### config.mk
export PLATFORM = sky130hd
export DESIGN_NAME = id_stage
export DESIGN_NICKNAME = d
export VERILOG_FILES = /design/src/rtl/id_stage.sv
export SDC_FILE = /design/constraint.sdc
export NUM_CORES = 1
export LEC_CHECK = 0
export CAP_MARGIN = 0
export CORE_AREA = 2 2 124 126
export DETAILED_ROUTE_END_ITERATION = 7
export DIE_AREA = 0 0 126 128
export SLEW_MARGIN = 10
export SYNTH_ARGS = -nofsm -noshare
export SYNTH_HDL_FRONTEND = slang
export SYNTH_SLANG_ARGS = --single-unit
### constraint.sdc
create_clock -name clk -period 5.7 [get_ports clk]
set_input_delay 1.425 -clock clk [delete_from_list [all_inputs] [get_ports clk]]
set_output_delay 1.425 -clock clk [all_outputs]
set_load 0.05 [all_outputs]
### src/rtl/id_stage.sv
// Decode stage of the 4-stage 8-bit pipeline: instruction decode, 8x8 register
// file with WB write-through bypass, and EX-stage operand hazard flags.
module id_stage #(
   parameter int NREG = 8,
   parameter int W    = 8
) (
   input  logic         clk,
   input  logic         rst,
   input  logic [7:0]   Instr,
   input  logic         ID_EX_RegWrite,
   input  logic [2:0]   ID_EX_Reg,
   input  logic         WB_RegWrite,
   input  logic [2:0]   WB_Reg,
   input  logic [W-1:0] WB_Data,
   output logic         RegWrite,
   output logic         ALUOp,
   output logic [W-1:0] Data1,
   output logic [W-1:0] Data2,
   output logic [2:0]   WriteRegNum,
   output logic         Fwd1,
   output logic         Fwd2
);

   logic [W-1:0] r_regs [NREG];

   logic [1:0]   w_opcode;
   logic [2:0]   w_rs1;
   logic [2:0]   w_rs2;
   logic         w_regwrite;
   logic         w_aluop;
   logic [W-1:0] w_rd1;
   logic [W-1:0] w_rd2;
   logic         w_fwd1;
   logic         w_fwd2;

   assign w_opcode = Instr[7:6];
   assign w_rs1    = Instr[5:3];
   assign w_rs2    = Instr[2:0];

   // Register file: reset loads each entry with its own index; reset beats WB.
   always_ff @(posedge clk) begin
      if (!rst) begin
         for (int i = 0; i < NREG; i++) begin
            r_regs[i] <= W'(i);
         end
      end else if (WB_RegWrite) begin
         r_regs[WB_Reg] <= WB_Data;
      end
   end

   // Opcode decode.
   always_comb begin
      w_regwrite = 1'b0;
      w_aluop    = 1'b0;
      case (w_opcode)
         2'b00: begin
            w_regwrite = 1'b1;
            w_aluop    = 1'b0;
         end
         2'b01: begin
            w_regwrite = 1'b1;
            w_aluop    = 1'b1;
         end
         default: begin
            w_regwrite = 1'b0;
            w_aluop    = 1'b0;
         end
      endcase
   end

   // Read ports with write-through so a producer two ahead needs no stall.
   always_comb begin
      w_rd1 = r_regs[w_rs1];
      w_rd2 = r_regs[w_rs2];
      if (WB_RegWrite && (WB_Reg == w_rs1)) begin
         w_rd1 = WB_Data;
      end else begin
         w_rd1 = r_regs[w_rs1];
      end
      if (WB_RegWrite && (WB_Reg == w_rs2)) begin
         w_rd2 = WB_Data;
      end else begin
         w_rd2 = r_regs[w_rs2];
      end
   end

   assign w_fwd1 = ID_EX_RegWrite & w_regwrite & (ID_EX_Reg == w_rs1);
   assign w_fwd2 = ID_EX_RegWrite & w_regwrite & (ID_EX_Reg == w_rs2);

   // Output stage: everything held at zero while reset is asserted.
   always_comb begin
      RegWrite    = 1'b0;
      ALUOp       = 1'b0;
      Data1       = '0;
      Data2       = '0;
      WriteRegNum = 3'd0;
      Fwd1        = 1'b0;
      Fwd2        = 1'b0;
      if (rst) begin
         RegWrite    = w_regwrite;
         ALUOp       = w_aluop;
         Data1       = w_rd1;
         Data2       = w_rd2;
         WriteRegNum = w_rs1;
         Fwd1        = w_fwd1;
         Fwd2        = w_fwd2;
      end else begin
         RegWrite    = 1'b0;
         ALUOp       = 1'b0;
         Data1       = '0;
         Data2       = '0;
         WriteRegNum = 3'd0;
         Fwd1        = 1'b0;
         Fwd2        = 1'b0;
      end
   end

endmodule

==> results_dict.tcl, run 1 <==
set metrics [dict create \
    dp_hpwl_um 7370 \
    path_cells "clkdlybuf4s50_1 -> or2b_4 -> o22ai_1 -> a21oi_1 -> a21oi_1 -> buf_12" \
    ctsResizeCount 0 \
    hold_path.class "in -> reg" \
    synth_top_area_cell "edfxtp_1" \
    setup_viol 0 \
    yosys_warnings 0 \
    crit_path_end_kind "output port" \
    crit_buf_inv 2 \
    drc 0 \
    hold_viol_final 0 \
    yosys.area.top_type_share 0.505 \
    status "finished, final reports clean" \
    cp_slowest_stage_delay_ns 1.01 \
    synth_nets 331 \
    power_frac_seq 0.437 \
    largest_register_ff_count 64 \
    clk_pin_slew_worst_paths_ns 0.05 \
    p_comb_frac 0.201 \
    top_regs "r_regs x64" \
    grt_pass1_wl_um 15400 \
    power.total_mw 1.29 \
    die_area_um2 16100 \
    cp-start-kind "primary input" \
    synth_most_common_cell "edfxtp_1" \
    slew_violations 0 \
    grt_max_degree 31 \
    largest_register "r_regs" \
    antenna_cells 0 \
    cts_buffer_depth 2 \
    worst_pin_slew_ns 1.15 \
    die_h_um 128 \
    via_count 2622 \
    area_growth_pct 27.3 \
    synth_edf_count 64 \
    p_per_area_nw_per_um2 267 \
    drive_gt1_frac 0.175 \
    crit_fanout 14 \
    fin_setup_tns_ns 0 \
    hold_buffers 0 \
    synth_cell_types 28 \
    synth.avg_cell_area_um2 12.5 \
    critPathRequiredTime_ns 4.28 \
    ant_nets 0 \
    async_reset_ff_frac 0 \
    die-width_um 126 \
    antenna_found_initial 0 \
    synth-seq-cells 64 \
    p_sw_frac 0.267 \
    ir_drop_uv 137 \
    p_switching_mw 0.345 \
    seq_area_frac_synth 0.505 \
    syn_inst 305 \
    fin_crit_sh 0.882 \
    finalWirelength_um 9670 \
    tritoncts "done" \
    cts_root_buf "clkbuf_16" \
    fin_nets 384 \
    crit_top_cell "a21oi_1" \
    drv_cap 0 \
    path_delay_family "buffers and inverters" \
    ioPinCount 49 \
    path_class "in -> out" \
    drt_iter0_markers 140 \
    slowest_stage "clkdlybuf4s50_1" \
    clkPwrFrac 0.363 \
    portBuffers 48 \
    post-cts-setup-buffers 0 \
    p_int_mw 0.947 \
    synthFlopType "edfxtp_1" \
    max_freq_mhz 199 \
    grt_pass1_vias 2814 \
    cts_num_sinks 64 \
    first_pass_iters 4 \
    fp.coreArea_um2 14900 \
    rsz0062_at_grt "no" \
    wl_per_cell_um 17.6 \
    htreeDepth 3 \
    synth_area_um2 3800 \
    track_usage 0.125 \
    gp_congestion 0.923 \
    holdWs_ns 1.99 \
    overflow 0 \
    min_period_ns 5.02 \
    via_per_inst 4.78 \
    cts_buffers 9 \
    start_util 0.256 \
    arrival_ns 3.60 \
    synth.area.top_cells "edfxtp_1, and2_1, mux4_2" \
    slew_headroom 0.224 \
    synthTopCellsByCount "edfxtp_1, and2_1, a21oi_1, mux2i_1, o21ai_0" \
    fp-row-count 45 \
    p_leak_nw 1.72 \
]
[per-layer routing]
| layer | vias to the layer above | routed length (um) | track usage |
|---|---|---|---|
| met5 | - | 0 | 0 |
| met4 | 0 | 216 | 0.0472 |
| met3 | 15 | 343 | 0.0263 |
| met2 | 64 | 5280 | 0.227 |
| met1 | 1281 | 3830 | 0.144 |
| li1 | 1262 | - | - |
[cells by family after synthesis]
logic type	after synthesis	synth area share
muxes	48	0.190
buffers and inverters	22	0.0369
DFF	64	0.505
AOI/OAI and AO/OA	66	0.0915
and+or+nand+nor	93	0.149
xor gates and xnor gates	12	0.0276
[through the flow]
step / worst slack [ns] / instances / cell area, um2 / util
after global routing: 0.456 / 549 / 4840 / 0.326
final: 0.675 / 549 / 4840 / 0.326
after floorplan: 0.473 / 305 / 3800 / -
after global placement: 0.665 / 535 / 4590 / 0.309
after CTS: 0.655 / 549 / 4840 / 0.326
after detailed placement: 0.661 / 535 / 4590 / 0.309
[path summary, 6_finish.rpt]
path | from | to | slack [ns] | cells past startpoint
min | WB_Data[2] | r_regs[4][2] | 1.99 | 2
max | Instr[4] | Data1[7] | 0.68 | 6
[power groups by stage]
stage	registers (mW)	logic, mW	clock network (mW)
global placement	0.571	0.257	0
global route	0.568	0.276	0.496
detailed placement	0.573	0.260	0
finish	0.564	0.259	0.468
CTS	0.564	0.260	0.478
floorplan	0.567	0.157	0
[cells in the final DEF (no fill, tap or decap), drive strengths merged, types with 9 or more instances in the layout]
cell type      netlist  routed
mux2i               30      30
buf                 16      34
mux4                18      18
and2                56      56
o21ai               22      22
clkdlybuf4s50        0      30
a21oi               30      30
clkbuf               6       9
edfxtp              64      64
o22ai               14      14
or3                 11      11
[final cells by class]
class / count / area [um2]
Multi-Input combinational cell: 219 / 1740
Clock inverter: 5 / 26.3
Clock buffer: 9 / 225
Tap cell: 188 / 235
Sequential cell: 64 / 1920
Fill cell: 1501 / 10000
Timing Repair Buffer: 64 / 693
Power figures use the tool's default switching activity.
==> inputs of run 2 (changes only) <==
Settings changed: CELL_PAD_IN_SITES_DETAIL_PLACEMENT from default to 1, CELL_PAD_IN_SITES_GLOBAL_PLACEMENT from default to 1, PLACE_DENSITY_LB_ADDON from default to 0.1.
==> results_dict.tcl, run 2 (synthesis gave the netlist of run 1 again) <==
set metrics [dict create \
    post-cts-setup-buffers 0 \
    placed_area_um2 4630 \
    grt_util_met2 0.269 \
    critPathRequiredTime_ns 4.28 \
    ioPinCount 49 \
    most-common-layout-cells "edfxtp_1, and2_1, mux2i_1, a21oi_1" \
    crit_fanout 16 \
    p_switching_mw 0.363 \
    dp_cells 540 \
    cts_buffer_depth 2 \
    wl_per_cell_um 22.1 \
    dp_hpwl_um 8890 \
    ant_nets 0 \
    p_leak_nw 1.76 \
    gr-usage-met1 0.208 \
    multi_input_comb_area_um2 1740 \
    fin_nets 389 \
    min_period_ns 5.01 \
    die_area_um2 16100 \
    drive_gt1_frac 0.188 \
    power.total_mw 1.36 \
    fillers 1620 \
    final_common_cell "edfxtp_1" \
    grt_pass1_wl_um 18500 \
    die-width_um 126 \
    post-place-ws_ns 0.702 \
    tritoncts "done" \
    slew_headroom 0.554 \
    ctsResizeCount 0 \
    area_growth_pct 29.1 \
    slew_violations 0 \
    p_per_area_nw_per_um2 277 \
    htreeDepth 3 \
    first_pass_iters 4 \
    hold_viol_final 0 \
    finalWirelength_um 12300 \
    track_usage 0.159 \
    fp.coreArea_um2 14900 \
    antenna_cells 0 \
    fp-row-count 45 \
    final_cell_count_no_fill 556 \
    final_cell_area_um2 4910 \
    p_comb_frac 0.197 \
    holdWs_ns 1.96 \
    via_per_inst 4.85 \
    top_regs "r_regs x64" \
    cp-start-kind "primary input" \
    largest_register_ff_count 64 \
    clk_pin_slew_worst_paths_ns 0.05 \
    gp_congestion 0.750 \
    p_sw_frac 0.267 \
    power_frac_seq 0.414 \
    drc 0 \
    arrival_ns 3.58 \
    status "finished, final reports clean" \
    start_util 0.256 \
    portBuffers 48 \
    cts_num_sinks 64 \
    clkPwrFrac 0.389 \
    via_count 2695 \
    max_freq_mhz 200 \
    whs_endpoint "r_regs[4][5]" \
    grt_use_met3 0.0309 \
    hold_depth 3 \
    setup_viol 0 \
    rsz0062_at_grt "no" \
    fin_crit_sh 0.878 \
    drt_iter0_markers 113 \
    holdCritStartpoint "WB_Data[5]" \
    hold_path.class "in -> reg" \
    path_class "in -> out" \
    grt_max_degree 27 \
    drv_cap 0 \
    top_usage_layer "met2" \
    utilization 0.330 \
    hold_buffers 0 \
    crit_path_end_kind "output port" \
    grt_pass1_vias 2952 \
    overflow 0 \
    cts_buffers 9 \
    seqCellArea_um2 1920 \
    p_int_mw 0.998 \
    ir_drop_uv 117 \
    cts_root_buf "clkbuf_16" \
    die_h_um 128 \
    worst_slack_ns 0.693 \
    fin_setup_tns_ns 0 \
    antenna_found_initial 0 \
    largest_register "r_regs" \
    worst_pin_slew_ns 0.666 \
]
[run 2: cell count changes in the layout (fill, tap and decap cells not counted)]
cell	change
clkbuf_1	+3
clkinvlp_4	-1
bufinv_16	+1
clkdlybuf4s50_1	-1
clkinv_1	-1
buf_4	+6
[run 2: power by group through the flow]
stage	clock [mW]	combinational, mW	sequential [mW]
2_1_floorplan	0	0.157	0.567
4_1_cts	0.539	0.273	0.563
3_5_place_dp	0	0.272	0.572
5_1_grt	0.559	0.286	0.566
3_3_place_gp	0	0.272	0.571
6_report	0.529	0.269	0.563
[run 2: per-layer routing]
layer  share of wire  wire length [um]
met5               0                 0
met1            0.45              5500
met4           0.010               127
met2            0.49              6030
met3           0.051               621
[run 2: worst max path at each step]
| stage | start | to | slack [ns] | cells past startpoint |
|---|---|---|---|---|
| final | Instr[1] | Data2[7] | 0.69 | 7 |
| after global routing | Instr[1] | Data2[1] | 0.46 | 7 |
| after CTS | Instr[1] | Data2[2] | 0.70 | 7 |
| after detailed placement | Instr[1] | Data2[4] | 0.70 | 7 |
| after global placement | Instr[1] | Data2[7] | 0.73 | 7 |
| after floorplan | rst | Fwd1 | 0.47 | 4 |
[run 2: worst max-delay path: stages]
cell and delay, ns:
clkdlybuf4s50_1 0.45, buf_4 0.27, xnor2_1 0.15, nand4_1 0.55, o21ai_0 0.38, a21oi_1 0.12
buf_12 0.21
[run 2: area by class of cell]
class,instances,share of cell area
multi-input cells,219,0.355
clock inverters,4,0.00918
flip-flops and latches,64,0.392
clock buffers,12,0.0482
well taps,188,0.0479
repair buffers,69,0.148
==> inputs of run 3 (changes only) <==
Settings changed: CAP_MARGIN 0 to 15, SKIP_LAST_GASP from default to 1.
==> results of run 3 <==
No change in the layout: final DEF, timing and power equal those of run 2.
